===== src/rtl/cursor_ctrl_if.sv =====
// cursor_ctrl_if: swap request channel to the game logic.
// Master raises swap_valid with the target cell; slave accepts with swap_ready.
interface cursor_ctrl_if #(
  parameter int ROW_W = 3,
  parameter int COL_W = 3
);
  logic             swap_valid;
  logic             swap_ready;
  logic [ROW_W-1:0] swap_r1;
  logic [COL_W-1:0] swap_c1;

  modport master (
    output swap_valid,
    output swap_r1,
    output swap_c1,
    input  swap_ready
  );

  modport slave (
    input  swap_valid,
    input  swap_r1,
    input  swap_c1,
    output swap_ready
  );
endinterface


===== src/rtl/cursor_ctrl.sv =====
// cursor_ctrl: cursor/select FSM issuing adjacent-cell swap requests.
// Optional macro CURSOR_WRAP_EN: IDLE arrow moves wrap instead of clamping.
module cursor_ctrl #(
  parameter int ROWS  = 8,
  parameter int COLS  = 8,
  parameter int ROW_W = 3,
  parameter int COL_W = 3
) (
  input  logic             clk,
  input  logic             reset,
  input  logic [2:0]       key_code,
  input  logic             key_valid,
  output logic [ROW_W-1:0] cur_row,
  output logic [COL_W-1:0] cur_col,
  output logic             sel_active,
  output logic [ROW_W-1:0] sel_row,
  output logic [COL_W-1:0] sel_col,
  output logic             key_dropped,
  cursor_ctrl_if.master    swp
);

  typedef enum logic [1:0] {
    S_IDLE,
    S_SEL,
    S_REQ
  } state_t;

  localparam logic [2:0] K_UP  = 3'd0;
  localparam logic [2:0] K_DN  = 3'd1;
  localparam logic [2:0] K_LT  = 3'd2;
  localparam logic [2:0] K_RT  = 3'd3;
  localparam logic [2:0] K_SEL = 3'd4;
  localparam logic [2:0] K_CAN = 3'd5;

  localparam logic [ROW_W-1:0] RMAX = ROW_W'(ROWS - 1);
  localparam logic [COL_W-1:0] CMAX = COL_W'(COLS - 1);
  localparam logic [ROW_W-1:0] R1   = ROW_W'(1);
  localparam logic [COL_W-1:0] C1   = COL_W'(1);

`ifdef CURSOR_WRAP_EN
  localparam bit WRAP = 1'b1;
`else
  localparam bit WRAP = 1'b0;
`endif

  state_t           r_state;
  state_t           w_state;
  logic [ROW_W-1:0] r_cur_row, w_cur_row;
  logic [COL_W-1:0] r_cur_col, w_cur_col;
  logic             r_sel_act, w_sel_act;
  logic [ROW_W-1:0] r_sel_row, w_sel_row;
  logic [COL_W-1:0] r_sel_col, w_sel_col;
  logic             r_swp_vld, w_swp_vld;
  logic [ROW_W-1:0] r_swp_r1, w_swp_r1;
  logic [COL_W-1:0] r_swp_c1, w_swp_c1;
  logic             r_kdrop, w_kdrop;

  logic             w_arrow;
  logic             w_selk;
  logic             w_cank;
  logic [ROW_W-1:0] w_mv_row;
  logic [COL_W-1:0] w_mv_col;
  logic [ROW_W-1:0] w_tg_row;
  logic [COL_W-1:0] w_tg_col;
  logic             w_tg_ok;

  assign w_arrow = key_valid & ~key_code[2];
  assign w_selk  = key_valid & (key_code == K_SEL);
  assign w_cank  = key_valid & (key_code == K_CAN);

  // Cursor move for IDLE: clamp at edges, or wrap when enabled
  always_comb begin
    w_mv_row = r_cur_row;
    w_mv_col = r_cur_col;
    case (key_code)
      K_UP:
        if (r_cur_row != '0) w_mv_row = r_cur_row - R1;
        else if (WRAP)       w_mv_row = RMAX;
      K_DN:
        if (r_cur_row != RMAX) w_mv_row = r_cur_row + R1;
        else if (WRAP)         w_mv_row = '0;
      K_LT:
        if (r_cur_col != '0) w_mv_col = r_cur_col - C1;
        else if (WRAP)       w_mv_col = CMAX;
      K_RT:
        if (r_cur_col != CMAX) w_mv_col = r_cur_col + C1;
        else if (WRAP)         w_mv_col = '0;
      default: ;
    endcase
  end

  // Swap target from the selected cell; never wraps
  always_comb begin
    w_tg_row = r_sel_row;
    w_tg_col = r_sel_col;
    w_tg_ok  = 1'b0;
    case (key_code)
      K_UP: begin
        w_tg_ok  = (r_sel_row != '0);
        w_tg_row = r_sel_row - R1;
      end
      K_DN: begin
        w_tg_ok  = (r_sel_row != RMAX);
        w_tg_row = r_sel_row + R1;
      end
      K_LT: begin
        w_tg_ok  = (r_sel_col != '0);
        w_tg_col = r_sel_col - C1;
      end
      K_RT: begin
        w_tg_ok  = (r_sel_col != CMAX);
        w_tg_col = r_sel_col + C1;
      end
      default: ;
    endcase
  end

  // State register
  always_ff @(posedge clk or negedge reset) begin
    if (!reset) r_state <= S_IDLE;
    else        r_state <= w_state;
  end

  // Next-state decode
  always_comb begin
    w_state = r_state;
    unique case (r_state)
      S_IDLE:
        if (w_selk) w_state = S_SEL;
      S_SEL:
        if (w_selk || w_cank)      w_state = S_IDLE;
        else if (w_arrow && w_tg_ok) w_state = S_REQ;
      S_REQ:
        if (swp.swap_ready) w_state = S_IDLE;
      default: w_state = S_IDLE;
    endcase
  end

  // Output next values; all outputs are registered below
  always_comb begin
    w_cur_row = r_cur_row;
    w_cur_col = r_cur_col;
    w_sel_act = r_sel_act;
    w_sel_row = r_sel_row;
    w_sel_col = r_sel_col;
    w_swp_vld = r_swp_vld;
    w_swp_r1  = r_swp_r1;
    w_swp_c1  = r_swp_c1;
    w_kdrop   = 1'b0;
    unique case (r_state)
      S_IDLE: begin
        if (w_arrow) begin
          w_cur_row = w_mv_row;
          w_cur_col = w_mv_col;
        end
        if (w_selk) begin
          w_sel_act = 1'b1;
          w_sel_row = r_cur_row;
          w_sel_col = r_cur_col;
        end
      end
      S_SEL: begin
        if (w_selk || w_cank) begin
          w_sel_act = 1'b0;
        end else if (w_arrow && w_tg_ok) begin
          w_swp_vld = 1'b1;
          w_swp_r1  = w_tg_row;
          w_swp_c1  = w_tg_col;
        end
      end
      S_REQ: begin
        w_kdrop = key_valid;
        if (swp.swap_ready) begin
          w_cur_row = r_swp_r1;
          w_cur_col = r_swp_c1;
          w_sel_act = 1'b0;
          w_swp_vld = 1'b0;
        end
      end
      default: ;
    endcase
  end

  // Output/data registers
  always_ff @(posedge clk or negedge reset) begin
    if (!reset) begin
      r_cur_row <= '0;
      r_cur_col <= '0;
      r_sel_act <= 1'b0;
      r_sel_row <= '0;
      r_sel_col <= '0;
      r_swp_vld <= 1'b0;
      r_swp_r1  <= '0;
      r_swp_c1  <= '0;
      r_kdrop   <= 1'b0;
    end else begin
      r_cur_row <= w_cur_row;
      r_cur_col <= w_cur_col;
      r_sel_act <= w_sel_act;
      r_sel_row <= w_sel_row;
      r_sel_col <= w_sel_col;
      r_swp_vld <= w_swp_vld;
      r_swp_r1  <= w_swp_r1;
      r_swp_c1  <= w_swp_c1;
      r_kdrop   <= w_kdrop;
    end
  end

  assign cur_row        = r_cur_row;
  assign cur_col        = r_cur_col;
  assign sel_active     = r_sel_act;
  assign sel_row        = r_sel_row;
  assign sel_col        = r_sel_col;
  assign key_dropped    = r_kdrop;
  assign swp.swap_valid = r_swp_vld;
  assign swp.swap_r1    = r_swp_r1;
  assign swp.swap_c1    = r_swp_c1;

endmodule


===== src/flat_wrapper.sv =====
// flat-port wrapper written by rule: the top's interface ports become plain ports
module cursor_ctrl_flat 
#(
  parameter int ROWS  = 8,
  parameter int COLS  = 8,
  parameter int ROW_W = 3,
  parameter int COL_W = 3
)
  (clk, reset, key_code, key_valid, cur_row, cur_col, sel_active, sel_row, sel_col, key_dropped, swp_swap_valid, swp_swap_r1, swp_swap_c1, swp_swap_ready);
  cursor_ctrl_if #(.ROW_W(ROW_W), .COL_W(COL_W)) swp_i ();
  input  logic clk;
  input  logic reset;
  input  logic [2:0] key_code;
  input  logic key_valid;
  output logic [ROW_W-1:0] cur_row;
  output logic [COL_W-1:0] cur_col;
  output logic sel_active;
  output logic [ROW_W-1:0] sel_row;
  output logic [COL_W-1:0] sel_col;
  output logic key_dropped;
  output wire logic [$bits(swp_i.swap_valid)-1:0] swp_swap_valid;
  output wire logic [$bits(swp_i.swap_r1)-1:0] swp_swap_r1;
  output wire logic [$bits(swp_i.swap_c1)-1:0] swp_swap_c1;
  input wire logic [$bits(swp_i.swap_ready)-1:0] swp_swap_ready;
  assign swp_swap_valid = swp_i.swap_valid;
  assign swp_swap_r1 = swp_i.swap_r1;
  assign swp_swap_c1 = swp_i.swap_c1;
  assign swp_i.swap_ready = swp_swap_ready;
  cursor_ctrl #(.ROWS(ROWS), .COLS(COLS), .ROW_W(ROW_W), .COL_W(COL_W)) u_core (.clk(clk), .reset(reset), .key_code(key_code), .key_valid(key_valid), .cur_row(cur_row), .cur_col(cur_col), .sel_active(sel_active), .sel_row(sel_row), .sel_col(sel_col), .key_dropped(key_dropped), .swp(swp_i));
endmodule

===== config.mk =====
export PLATFORM = sky130hd
export DESIGN_NAME = cursor_ctrl_flat
export DESIGN_NICKNAME = d
export VERILOG_FILES = /design/src/rtl/cursor_ctrl_if.sv /design/src/rtl/cursor_ctrl.sv /design/src/flat_wrapper.sv
export SDC_FILE = /design/constraint.sdc
export NUM_CORES = 1
export LEC_CHECK = 0
export ABC_AREA = 1
export BUFFER_PORTS_ARGS = -buffer_cell sky130_fd_sc_hd__buf_2
export CAP_MARGIN = 20
export CORE_AREA = 4 4 75 77
export CTS_CLUSTER_SIZE = 8
export DETAILED_ROUTE_END_ITERATION = 6
export DIE_AREA = 0 0 79 81
export PLACE_DENSITY_LB_ADDON = 0.25
export SLEW_MARGIN = 25
export SYNTH_ARGS = -nofsm -noshare
export SYNTH_HDL_FRONTEND = slang
export SYNTH_SLANG_ARGS = --single-unit

===== constraint.sdc =====
create_clock -name clk -period 2.7 [get_ports clk]
set_clock_uncertainty 0.05 [all_clocks]
set_input_delay 0.54 -clock clk [delete_from_list [all_inputs] [get_ports clk]]
set_output_delay 0.54 -clock clk [all_outputs]
set_load 0.01 [all_outputs]

==> summary.md <==
| Metric | Value |
|---|---|
| Status | `finished, final reports clean` |
| DP HPWL | `2560 um` |
| Syn avg cell area | `8.16 um2` |
| Crit Path Class | `flop to flop` |
| Commonest cells post-synth | `53 x nand2_1, 23 x dfrtp_1, 20 x inv_1` |
| Hold/Removal Path Class | `input pin to async pin` |
| Setup_tns | `0 ns` |
| P_leak | `0.858 nW` |
| Maximum vdd drop | `0.000359 V` |
| Clock slew at reported path FFs | `0.09 ns` |
| Ant diodes | `0` |
| Post-synth EDFFs | `0` |
| 1st-iter DRT viols | `86` |
| Gate Count Post-Synth | `179` |
| Htree depth | `1` |
| Final setup vio count | `0` |
| # DRC | `0` |
| Fill count | `550` |
| Largest cells by area after synthesis | `dfrtp_1 39%, nand2_1 14%, fa_1 5.5%, inv_1 5.1%, nand3_1 4.5%` |
| Row count | `26` |
| Chip height | `81 um` |
| Layout cells sized above 1 | `22.1%` |
| Routability Congestion | `0.875` |
| Vias in the first global route | `1,215` |
| Slew @ Worst Pin | `0.555 ns` |
| CP endpoint kind | `flop` |
| First-pass GRT wire length | `5770 um` |
| CTS resizes | `0` |
| Nets@finish | `223` |
| Design Area, Final | `0.00172 mm2` |
| Top-level I/O count | `28` |
| Critical path required time | `2.80 ns` |
| Register area share after synthesis | `39.4%` |
| Ys Warns | `0` |
| PnR worst setup slack | `0.642 ns` |
| Pre-CTS setup slack | `0.501 ns` |
| Clk sinks | `23` |
| Ys flop type | `dfrtp_1` |
| Worst setup SP type | `flop` |
| GR Util All Layers | `11.3%` |
| Die area | `0.00640 mm2` |
| DR vias/cell | `4.51` |
| Crit path time final | `2.06 ns` |
| Number of buffers added for setup after CTS | `0` |
| # port buffers | `27` |
| Layout area overhead | `17.7%` |
| Vias | `1,253` |
| PwrDens | `1080 mW/mm2` |
| Insertion delay to the later sink of the worst-skew pair | `0.27 ns` |
| Die Span X | `79 um` |
| WL final | `3270 um` |
| Largest net degree at the start of global routing | `24` |
| CTS tree | `yes` |
| Unrepaired setup endpoints after global routing | `false` |
| Worst slew margin | `63.0%` |
| Asr flop ratio synth | `100%` |
| #FFs+latches synth | `23` |
| DR pass1 iterations | `4` |
| Hold buffer count at cts | `0` |
| Max Clk Rate | `0.486 GHz` |
| Wire per inst | `11.8 um` |
| Initial antenna violation count | `0` |
| Slew Limit Fails | `0` |
| Yosys top cell by area | `dfrtp_1` |
| Synthesized cell area | `0.00146 mm2` |
| Post-DP Area | `0.00168 mm2` |
| DRT antenna net count | `0` |
| Core ar. | `0.00501 mm2` |
| CP Data Arrival Time | `2.16 ns` |
| Root buffer cell | `clkbuf_8` |
| Distinct cells, synth | `30` |
| Initial Util | `29.2%` |
| TritonCTS Buffers | `3` |
| Grt total ovfl | `0` |
| Post-Syn Nets | `193` |
| Final Cycle Share | `76.2%` |
| Endpoints failing hold | `0` |
| Clock Path Buffers | `2` |
| Dominant cell by count in the synthesized netlist | `nand2_1` |
| CP max FO | `13` |
| Top-area cell type share of the netlist area | `39.4%` |
| Max-Cap Viols | `0` |
## cells in the final DEF (no fill, tap or decap), types with 2 or more instances in the layout
cell	synthesis	layout
nor2_1	9	9
dfrtp_1	23	23
xnor2_1	3	3
mux2_2	2	2
nand2_1	53	53
buf_2	1	27
o21ai_0	12	12
fa_1	4	4
xor2_1	4	4
clkbuf_8	0	3
nand4_1	3	3
nor2_4	2	2
mux2i_1	2	2
ha_1	3	3
nor2_2	2	2
nand3_1	13	13
o21ai_1	6	6
nand3_2	2	2
a21oi_1	4	4
inv_1	20	20
## where the power goes
group,leakage [nW],internal [mW],switching [mW]
Sequential,0.291,0.499,0.201
Clock,0.0228,0.105,0.115
Combinational,0.544,0.398,0.537
## critical path, cell delays in order (launching register included)
cell and delay [ns]:
dfrtp_1 0.41, inv_1 0.09, ha_1 0.51, nor2_1 0.15
a211oi_2 0.37, nand2_1 0.19, nand2_1 0.09, o21ai_0 0.07
## per-stage QoR
| stage | util [%] | power (mW) | hold WS, ns | instances |
|---|---|---|---|---|
| 2_1_floorplan | - | 1.35 | 0.194 | 179 |
| 3_3_place_gp | 33.4 | 1.66 | 0.409 | 274 |
| 3_5_place_dp | 33.4 | 1.66 | 0.415 | 274 |
| 4_1_cts | 34.3 | 1.89 | 0.215 | 278 |
| 5_1_grt | 34.3 | 2.07 | 0.235 | 278 |
| 6_report | 34.3 | 1.85 | 0.194 | 278 |
## metal layers
layer / vias up / global-route usage [%] / share of wire (%)
met2: 28 / 17.3 / 43
met3: 4 / 2.00 / 4.4
met4: 0 / 4.12 / 1.4
li1: 636 / - / -
met1: 585 / 16.1 / 51
met5: - / 0 / 0
## sequential cells by signal, summed over array words and instances, names as in the netlist
signal and count:
u_core.swp.swap_c1 3, u_core.sel_col 3, u_core.swp.swap_r1 3, u_core.key_dropped 1, u_core.swp.swap_valid 1, u_core.sel_active 1, u_core.cur_col 3, u_core.cur_row 3
u_core.r_state 2, u_core.sel_row 3
## kinds of logic (layout without fill, tap and decap cells)
kind of cell | after synthesis | after routing | share of synthesized area [%]
adder cells (fa/ha/maj) | 7 | 7 | 8.05
XOR/XNOR | 7 | 7 | 4.20
multiplexers | 4 | 4 | 2.91
flip-flops | 23 | 23 | 39.4
AO/OA/AOI/OAI | 25 | 25 | 9.42
buffers and inverters | 24 | 53 | 6.42
AND/OR/NAND/NOR | 89 | 89 | 29.6
## worst paths after layout
kind / startpoint / endpoint / slack, ns / cells past startpoint
setup / recovery: u_core.r_state[0] / u_core.cur_col[0] / 0.64 / 7
hold / removal: reset / u_core.swp.swap_c1[0] / 0.19 / 1
setup reg to reg: u_core.r_state[0] / u_core.cur_col[0] / 0.64 / 7
hold reg to reg: u_core.swp.swap_valid / u_core.swp.swap_valid / 0.43 / 2
max in group asynchronous: reset / u_core.cur_row[1] / 2.04 / 1
min in group clk: key_valid / u_core.key_dropped / 0.43 / 3
## final cells by class
| class | instances | area (um2) | share of cell area, % |
|---|---|---|---|
| multi-input combinational | 132 | 792 | 46.0 |
| sequential | 23 | 576 | 33.5 |
| timing repair buffer | 27 | 135 | 7.85 |
| tap | 70 | 87.6 | 5.09 |
| inverter | 22 | 85.1 | 4.95 |
| clock buffer | 4 | 45.0 | 2.62 |
Power figures use the tool's default switching activity.
